===== config.mk =====
export PLATFORM = sky130hd
export DESIGN_NAME = lis3dh_spi_target
export DESIGN_NICKNAME = d
export VERILOG_FILES = /design/src/rtl/lis3dh_spi_target.sv
export SDC_FILE = /design/constraint.sdc
export NUM_CORES = 2
export LEC_CHECK = 0
export CAP_MARGIN = 20
export CORE_MARGIN = 3
export CORE_UTILIZATION = 69
export CTS_BUF_LIST = sky130_fd_sc_hd__clkbuf_16
export DETAILED_ROUTE_END_ITERATION = 8
export PLACE_DENSITY = 0.92
export SLEW_MARGIN = 20
export SYNTH_ARGS = -nofsm -noshare
export SYNTH_HDL_FRONTEND = slang
export SYNTH_SLANG_ARGS = --single-unit

===== constraint.sdc =====
create_clock -name clk -period 4.65 [get_ports clk]
set_input_delay 0.93 -clock clk [delete_from_list [all_inputs] [get_ports clk]]
set_output_delay 0.93 -clock clk [all_outputs]
set_load 0.05 [all_outputs]

===== src/rtl/lis3dh_spi_target.sv =====
// LIS3DH-style SPI target (mode 3): oversampled on clk, serves a 64x8 register file.
// Command byte = {rw, ms, addr[5:0]}, followed by any number of data bytes, MSB first.
module lis3dh_spi_target #(
  parameter logic [5:0]  WHOAMI_ADDR = 6'h0F,
  parameter logic [7:0]  WHOAMI_VAL  = 8'h33,
  parameter int unsigned SYNC_STAGES = 2
) (
  input  logic       clk,
  input  logic       reset_n,
  input  logic       cs_n,
  input  logic       spc,
  input  logic       sdi,
  output logic       sdo,
  output logic       sdo_oe,
  input  logic       upd_en,
  input  logic [5:0] upd_addr,
  input  logic [7:0] upd_data,
  output logic       wr_strobe,
  output logic [5:0] wr_addr,
  output logic [7:0] wr_data,
  output logic       busy,
  output logic       frame_done
);

  localparam logic [1:0] ST_IDLE = 2'd0;
  localparam logic [1:0] ST_CMD  = 2'd1;
  localparam logic [1:0] ST_DATA = 2'd2;

  logic [SYNC_STAGES-1:0] cs_sync, spc_sync, sdi_sync;
  logic       cs_s, spc_s, sdi_s, spc_d, rise, fall;
  logic [1:0] state;
  logic [2:0] bit_cnt;
  logic [6:0] cmd_sr, rx_sr;
  logic       rw, ms;
  logic [5:0] addr, cmd_addr, addr_next, tx_addr;
  logic [7:0] tx_byte, tx_val, rx_byte;
  logic       byte_done, spi_we;
  logic [7:0] regs [64];

  // Synchronizers idle at the bus idle levels so reset never looks like a frame start.
  always_ff @(posedge clk or negedge reset_n) begin
    if (!reset_n) begin
      cs_sync  <= '1;
      spc_sync <= '1;
      sdi_sync <= '0;
      spc_d    <= 1'b1;
    end else begin
      cs_sync  <= {cs_sync[SYNC_STAGES-2:0], cs_n};
      spc_sync <= {spc_sync[SYNC_STAGES-2:0], spc};
      sdi_sync <= {sdi_sync[SYNC_STAGES-2:0], sdi};
      spc_d    <= spc_s;
    end
  end

  assign cs_s  = cs_sync[SYNC_STAGES-1];
  assign spc_s = spc_sync[SYNC_STAGES-1];
  assign sdi_s = sdi_sync[SYNC_STAGES-1];
  assign rise  = spc_s & ~spc_d;
  assign fall  = ~spc_s & spc_d;
  assign busy  = (state != ST_IDLE);

  always_comb begin
    cmd_addr  = {cmd_sr[4:0], sdi_s};
    rx_byte   = {rx_sr, sdi_s};
    addr_next = ms ? addr + 6'd1 : addr;
    tx_addr   = (state == ST_CMD) ? cmd_addr : addr_next;
    tx_val    = (tx_addr == WHOAMI_ADDR) ? WHOAMI_VAL : regs[tx_addr];
    byte_done = !cs_s && (state == ST_DATA) && rise && (bit_cnt == 3'd7);
    spi_we    = byte_done && !rw && (addr != WHOAMI_ADDR);
  end

  // SPI write is assigned last so it overrides a same-cycle host update.
  always_ff @(posedge clk or negedge reset_n) begin
    if (!reset_n) begin
      for (int unsigned i = 0; i < 64; i++) regs[i] <= '0;
    end else begin
      if (upd_en && (upd_addr != WHOAMI_ADDR)) regs[upd_addr] <= upd_data;
      if (spi_we) regs[addr] <= rx_byte;
    end
  end

  always_ff @(posedge clk or negedge reset_n) begin
    if (!reset_n) begin
      state      <= ST_IDLE;
      bit_cnt    <= '0;
      cmd_sr     <= '0;
      rx_sr      <= '0;
      rw         <= 1'b0;
      ms         <= 1'b0;
      addr       <= '0;
      tx_byte    <= '0;
      sdo        <= 1'b0;
      sdo_oe     <= 1'b0;
      wr_strobe  <= 1'b0;
      wr_addr    <= '0;
      wr_data    <= '0;
      frame_done <= 1'b0;
    end else begin
      wr_strobe  <= spi_we;
      frame_done <= 1'b0;
      if (spi_we) begin
        wr_addr <= addr;
        wr_data <= rx_byte;
      end
      if (cs_s) begin
        state      <= ST_IDLE;
        bit_cnt    <= '0;
        sdo        <= 1'b0;
        sdo_oe     <= 1'b0;
        frame_done <= (state != ST_IDLE);
      end else begin
        case (state)
          ST_IDLE: begin
            state   <= ST_CMD;
            bit_cnt <= '0;
          end
          ST_CMD: begin
            if (rise) begin
              cmd_sr  <= {cmd_sr[5:0], sdi_s};
              bit_cnt <= bit_cnt + 3'd1;
              if (bit_cnt == 3'd7) begin
                rw      <= cmd_sr[6];
                ms      <= cmd_sr[5];
                addr    <= cmd_addr;
                bit_cnt <= '0;
                state   <= ST_DATA;
                if (cmd_sr[6]) tx_byte <= tx_val;
              end
            end
          end
          ST_DATA: begin
            if (rise) begin
              rx_sr   <= {rx_sr[5:0], sdi_s};
              bit_cnt <= bit_cnt + 3'd1;
            end
            // Next byte is snapshotted at the boundary, so host updates never touch the byte in flight.
            if (byte_done) begin
              addr <= addr_next;
              if (rw) tx_byte <= tx_val;
            end
            if (fall && rw) begin
              sdo_oe <= 1'b1;
              sdo    <= tx_byte[3'd7 - bit_cnt];
            end
          end
          default: state <= ST_IDLE;
        endcase
      end
    end
  end

endmodule


==> insert_results.sql <==
INSERT INTO impl_metrics (metric_group, metric, value, unit) VALUES
('setup_path', 'cp_data_required_time', '5.16', 'ns'),
('global_routing', 'vias_in_the_first_global_route', '27419', ''),
('pwr', 'vdd_ir_drop_max', '0.000337', 'V'),
('cells_and_area', 'syn2layout_area_growth', '8.22', '%'),
('floorplan', 'die_area', '0.0481', 'mm²'),
('floorplan', 'top_level_i_o_count', '39', ''),
('pwr', 'share_of_power_burned_in_the_clock_network', '31.2', '%'),
('clock_network', 'number_of_buffers_added_for_setup_after_cts', '0', ''),
('global_routing', 'grt_antenna_before_repair', '2', ''),
('yosys', 'synth_area_per_cell', '9.73', 'µm²'),
('clock_network', 'cts-hold-fix-buffers', '0', ''),
('detailed_routing', 'route.layer.met1.wl', '35800', 'µm'),
('clock_network', 'clock-sinks', '572', ''),
('setup_path', 'crit_arrival', '4.50', 'ns'),
('yosys', 'synthCells', '3224', ''),
('setup_path', 'worst_setup_path_end_kind', 'register', ''),
('place', 'hpwlAfterDp', '67300', 'µm'),
('yosys', 'yosys.cell_types.count', '74', ''),
('global_routing', 'grt_max_degree', '124', ''),
('sta', 'relSlewSlack', '22.4', '%'),
('global_routing', 'grt.total_usage', '44.5', '%'),
('floorplan', 'floorplan.initialDensity', '70.3', '%'),
('cells_and_area', 'nets', '3176', ''),
('detailed_routing', 'wirelength', '106000', 'µm'),
('setup_path', 'maximum_fanout_encountered_on_the_critical_timing_path', '39', ''),
('detailed_routing', 'vias_per_cell', '7.30', ''),
('detailed_routing', 'top_signal_layer_used', 'met5', ''),
('sta', 'hold_viol_final', '0', ''),
('pwr', 'p_int', '9.67', 'mW'),
('global_routing', 'globalRoute.totalOverflow', '0', ''),
('setup_path', 'timing.setup.critical_path_class', 'register to register', ''),
('detailed_routing', 'met2WireLength', '45700', 'µm'),
('yosys', 'synth_enable_flop_cells', '0', ''),
('cells_and_area', 'drive_gt1_share', '10.7', '%'),
('clock_network', 'worstSkewPairLatency', '0.64', 'ns'),
('detailed_routing', 'drt_iter0_markers', '5162', ''),
('global_routing', 'grt_pass1_wl', '162000', 'µm'),
('clock_network', 'cts_tree', 'built', ''),
('place', 'place_congestion', '1.07', ''),
('clock_network', 'cts.path.max_buffers', '3', ''),
('min_path', 'min-delay-path-class', 'register to register', ''),
('setup_path', 'crit_path_start_kind', 'register', ''),
('sta', 'setup_total_negative_slack', '0', 'ns'),
('pwr', 'power_switching', '5.17', 'mW'),
('floorplan', 'dieHeight', '219', 'µm'),
('sta', 'tightest_slew', '1.16', 'ns'),
('detailed_routing', 'ant_nets', '0', ''),
('detailed_routing', 'drtPass1Iterations', '9', ''),
('detailed_routing', 'routed_wire_length_per_instance', '28.1', 'µm'),
('sta', 'achievable-frequency', '251', 'MHz'),
('pwr', 'leakage', '16.1', 'nW'),
('clock_network', 'cts_made_buffers', '58', ''),
('yosys', 'ys.flop_type', 'sky130_fd_sc_hd__dfrtp_1', ''),
('clock_network', 'cts.root.buffer_cell', 'sky130_fd_sc_hd__clkbuf_16', ''),
('floorplan', 'core_area', '0.0446', 'mm²'),
('yosys', 'synth_warnings', '0', ''),
('sta', 'min_period_over_period', '85.8', '%'),
('place', 'io_buffer_count', '38', ''),
('yosys', 'synth.net_count', '3251', ''),
('clock_network', 'cts.clk_slew.worst_paths', '0.07', 'ns'),
('yosys', 'synth-seq-area-share', '45.7', '%'),
('detailed_routing', 'drt_drc_violations_left', '0', ''),
('flow_run', 'max-cap-violations', '0', ''),
('clock_network', 'htree_levels', '2', ''),
('sta', 'final.setup_skew', '0.0342', 'ns'),
('status', 'status', 'complete, no violations', ''),
('pwr', 'pwr-share-seq', '40.7', '%'),
('floorplan', 'die_width', '219', 'µm'),
('sta', 'final_setup_violation_count', '0', ''),
('yosys', 'mappedNetlistArea', '0.0314', 'mm²'),
('pwr', 'p_per_area', '437', 'mW/mm²'),
('detailed_routing', 'total_met3_wirelength_after_detailed_routing', '16800', 'µm'),
('sta', 'grt_setup_unrepaired', 'false', ''),
('clock_network', 'postCtsResizedCells', '0', ''),
('sta', 'timing_max_transition_violations_final', '0', ''),
('pwr', 'p_sw_share', '34.8', '%'),
('yosys', 'asyncSetResetFlopFracSynth', '100', '%'),
('detailed_routing', 'routed-via-count', '27647', ''),
('floorplan', 'placement_rows', '77', ''),
('sta', 'period_needed', '3.99', 'ns'),
('yosys', 'ys_seq_elements', '572', ''),
('cells_and_area', 'final_core_util', '76.1', '%'),
('pwr', 'comb_power_share', '28.0', '%');
[layout by cell type, fill, tap and decap left out, types with 7 or more instances in the layout]
cell type	netlist	final
sky130_fd_sc_hd__a31oi_1	12	12
sky130_fd_sc_hd__nor2_1	561	561
sky130_fd_sc_hd__a311oi_1	7	7
sky130_fd_sc_hd__nand2_1	326	326
sky130_fd_sc_hd__and3_1	22	22
sky130_fd_sc_hd__nand4_1	15	15
sky130_fd_sc_hd__buf_4	10	85
sky130_fd_sc_hd__a21oi_1	528	528
sky130_fd_sc_hd__nand2b_1	10	10
sky130_fd_sc_hd__inv_1	14	25
sky130_fd_sc_hd__nand3_1	74	74
sky130_fd_sc_hd__nor3_1	11	10
sky130_fd_sc_hd__clkinv_2	0	8
sky130_fd_sc_hd__a32oi_1	17	17
sky130_fd_sc_hd__mux4_2	75	75
sky130_fd_sc_hd__a22oi_1	12	12
sky130_fd_sc_hd__clkinv_1	0	18
sky130_fd_sc_hd__dfrtp_1	567	559
sky130_fd_sc_hd__clkdlybuf4s50_1	0	29
sky130_fd_sc_hd__mux2i_1	540	540
sky130_fd_sc_hd__mux2_2	40	40
sky130_fd_sc_hd__ha_1	7	7
sky130_fd_sc_hd__clkbuf_16	0	59
sky130_fd_sc_hd__o21ai_0	18	18
sky130_fd_sc_hd__buf_12	2	13
sky130_fd_sc_hd__dfrtp_2	0	8
[synth_stat cells, drive strengths merged (10+ instances only)]
cell type  instances  area share [%]
nand2b            10            0.20
mux2i            541              17
nand2            328             4.0
inv               15            0.18
mux2              40             1.4
buf              106             2.1
clkbuf           162             1.9
a21oi            528             8.4
nor2             564             6.8
nor3              15            0.32
o21ai             23            0.41
a31oi             12            0.24
mux4              80             5.8
nand4             17            0.41
a22oi             12            0.29
dfrtp            567              45
nand3             74             1.2
a32oi             17            0.47
and3              22            0.44
[stage by stage]
step	setup slack (ns)	hold WS (ns)	std cells	power [mW]	instance area, µm²
after CTS	0.816	0.349	3787	14.6	33900
final	0.659	0.346	3789	14.8	33900
after floorplan	1.99	0.331	3224	8.53	31400
after global placement	0.898	0.336	3680	9.83	32100
after detailed placement	0.849	0.336	3680	9.99	32100
after global routing	0.493	0.360	3788	15.2	33900
[cell type report]
class | instances | area [µm²]
diodes | 1 | 2.50
flip-flops and latches | 572 | 14300
repair buffers | 133 | 1230
clock inverters | 48 | 348
inverters | 15 | 56.3
fillers | 2674 | 10700
well taps | 592 | 741
clock buffers | 59 | 1480
multi-input cells | 2369 | 15800
[final timing paths]
check	startpoint	endpoint	slack, ns	cells after the start
max	state[1]	tx_byte[2]	0.66	10
min	sdi_sync[0]	sdi_sync[1]	0.35	0
max reg2reg	state[1]	tx_byte[2]	0.66	10
min reg2reg	sdi_sync[0]	sdi_sync[1]	0.35	0
max in group asynchronous	reset_n	regs[413]	3.11	2
min in group asynchronous	reset_n	wr_data[1]	0.43	1
[logic make-up (layout without fill, tap and decap cells)]
group | count (synthesis) | count (layout) | synth area share, %
xor+xnor | 2 | 2 | 0.0798
flops | 572 | 572 | 45.7
other cells | 0 | 1 | 0
compound gates | 630 | 630 | 10.9
mux | 661 | 661 | 24.5
buf+inv | 283 | 255 | 4.22
simple gates | 1069 | 1069 | 14.3
fa+ha+maj | 7 | 7 | 0.279
[registers in the layout, summed over array words and instances, names as in the netlist]
signal / count
tx_byte: 8
cs_sync: 2
spc_d: 1
rx_sr: 7
bit_cnt: 3
wr_addr: 6
sdo_oe: 1
frame_done: 1
sdi_sync: 2
cmd_sr: 7
regs: 512
spc_sync: 2
sdo: 1
ms: 1
wr_data: 8
wr_strobe: 1
state: 2
addr: 6
rw: 1
[critical path, cell delays in order, from the launching register on]
cell and delay, ns:
sky130_fd_sc_hd__dfrtp_1 0.38, sky130_fd_sc_hd__inv_1 0.13, sky130_fd_sc_hd__ha_1 0.75, sky130_fd_sc_hd__nand2_1 0.24, sky130_fd_sc_hd__o21ai_4 0.41, sky130_fd_sc_hd__buf_12 0.36
sky130_fd_sc_hd__mux4_2 0.55, sky130_fd_sc_hd__mux2i_1 0.34, sky130_fd_sc_hd__a32oi_1 0.24, sky130_fd_sc_hd__a32oi_1 0.30, sky130_fd_sc_hd__o21ai_1 0.08
[per-layer routing]
layer	up-vias	GRT usage (%)
met2	2615	65.8
met3	704	16.8
li1	11173	-
met4	2	25.4
met1	13153	56.5
met5	-	0.313
[power by group through the flow]
stage	registers, mW	clock network, mW	logic [mW]
floorplan	5.90	0	2.63
global placement	6.04	0	3.79
detailed placement	6.08	0	3.91
CTS	6.00	4.61	3.96
global route	6.07	4.82	4.32
finish	6.04	4.64	4.16
Note: power is estimated with default switching activity, not from simulation.
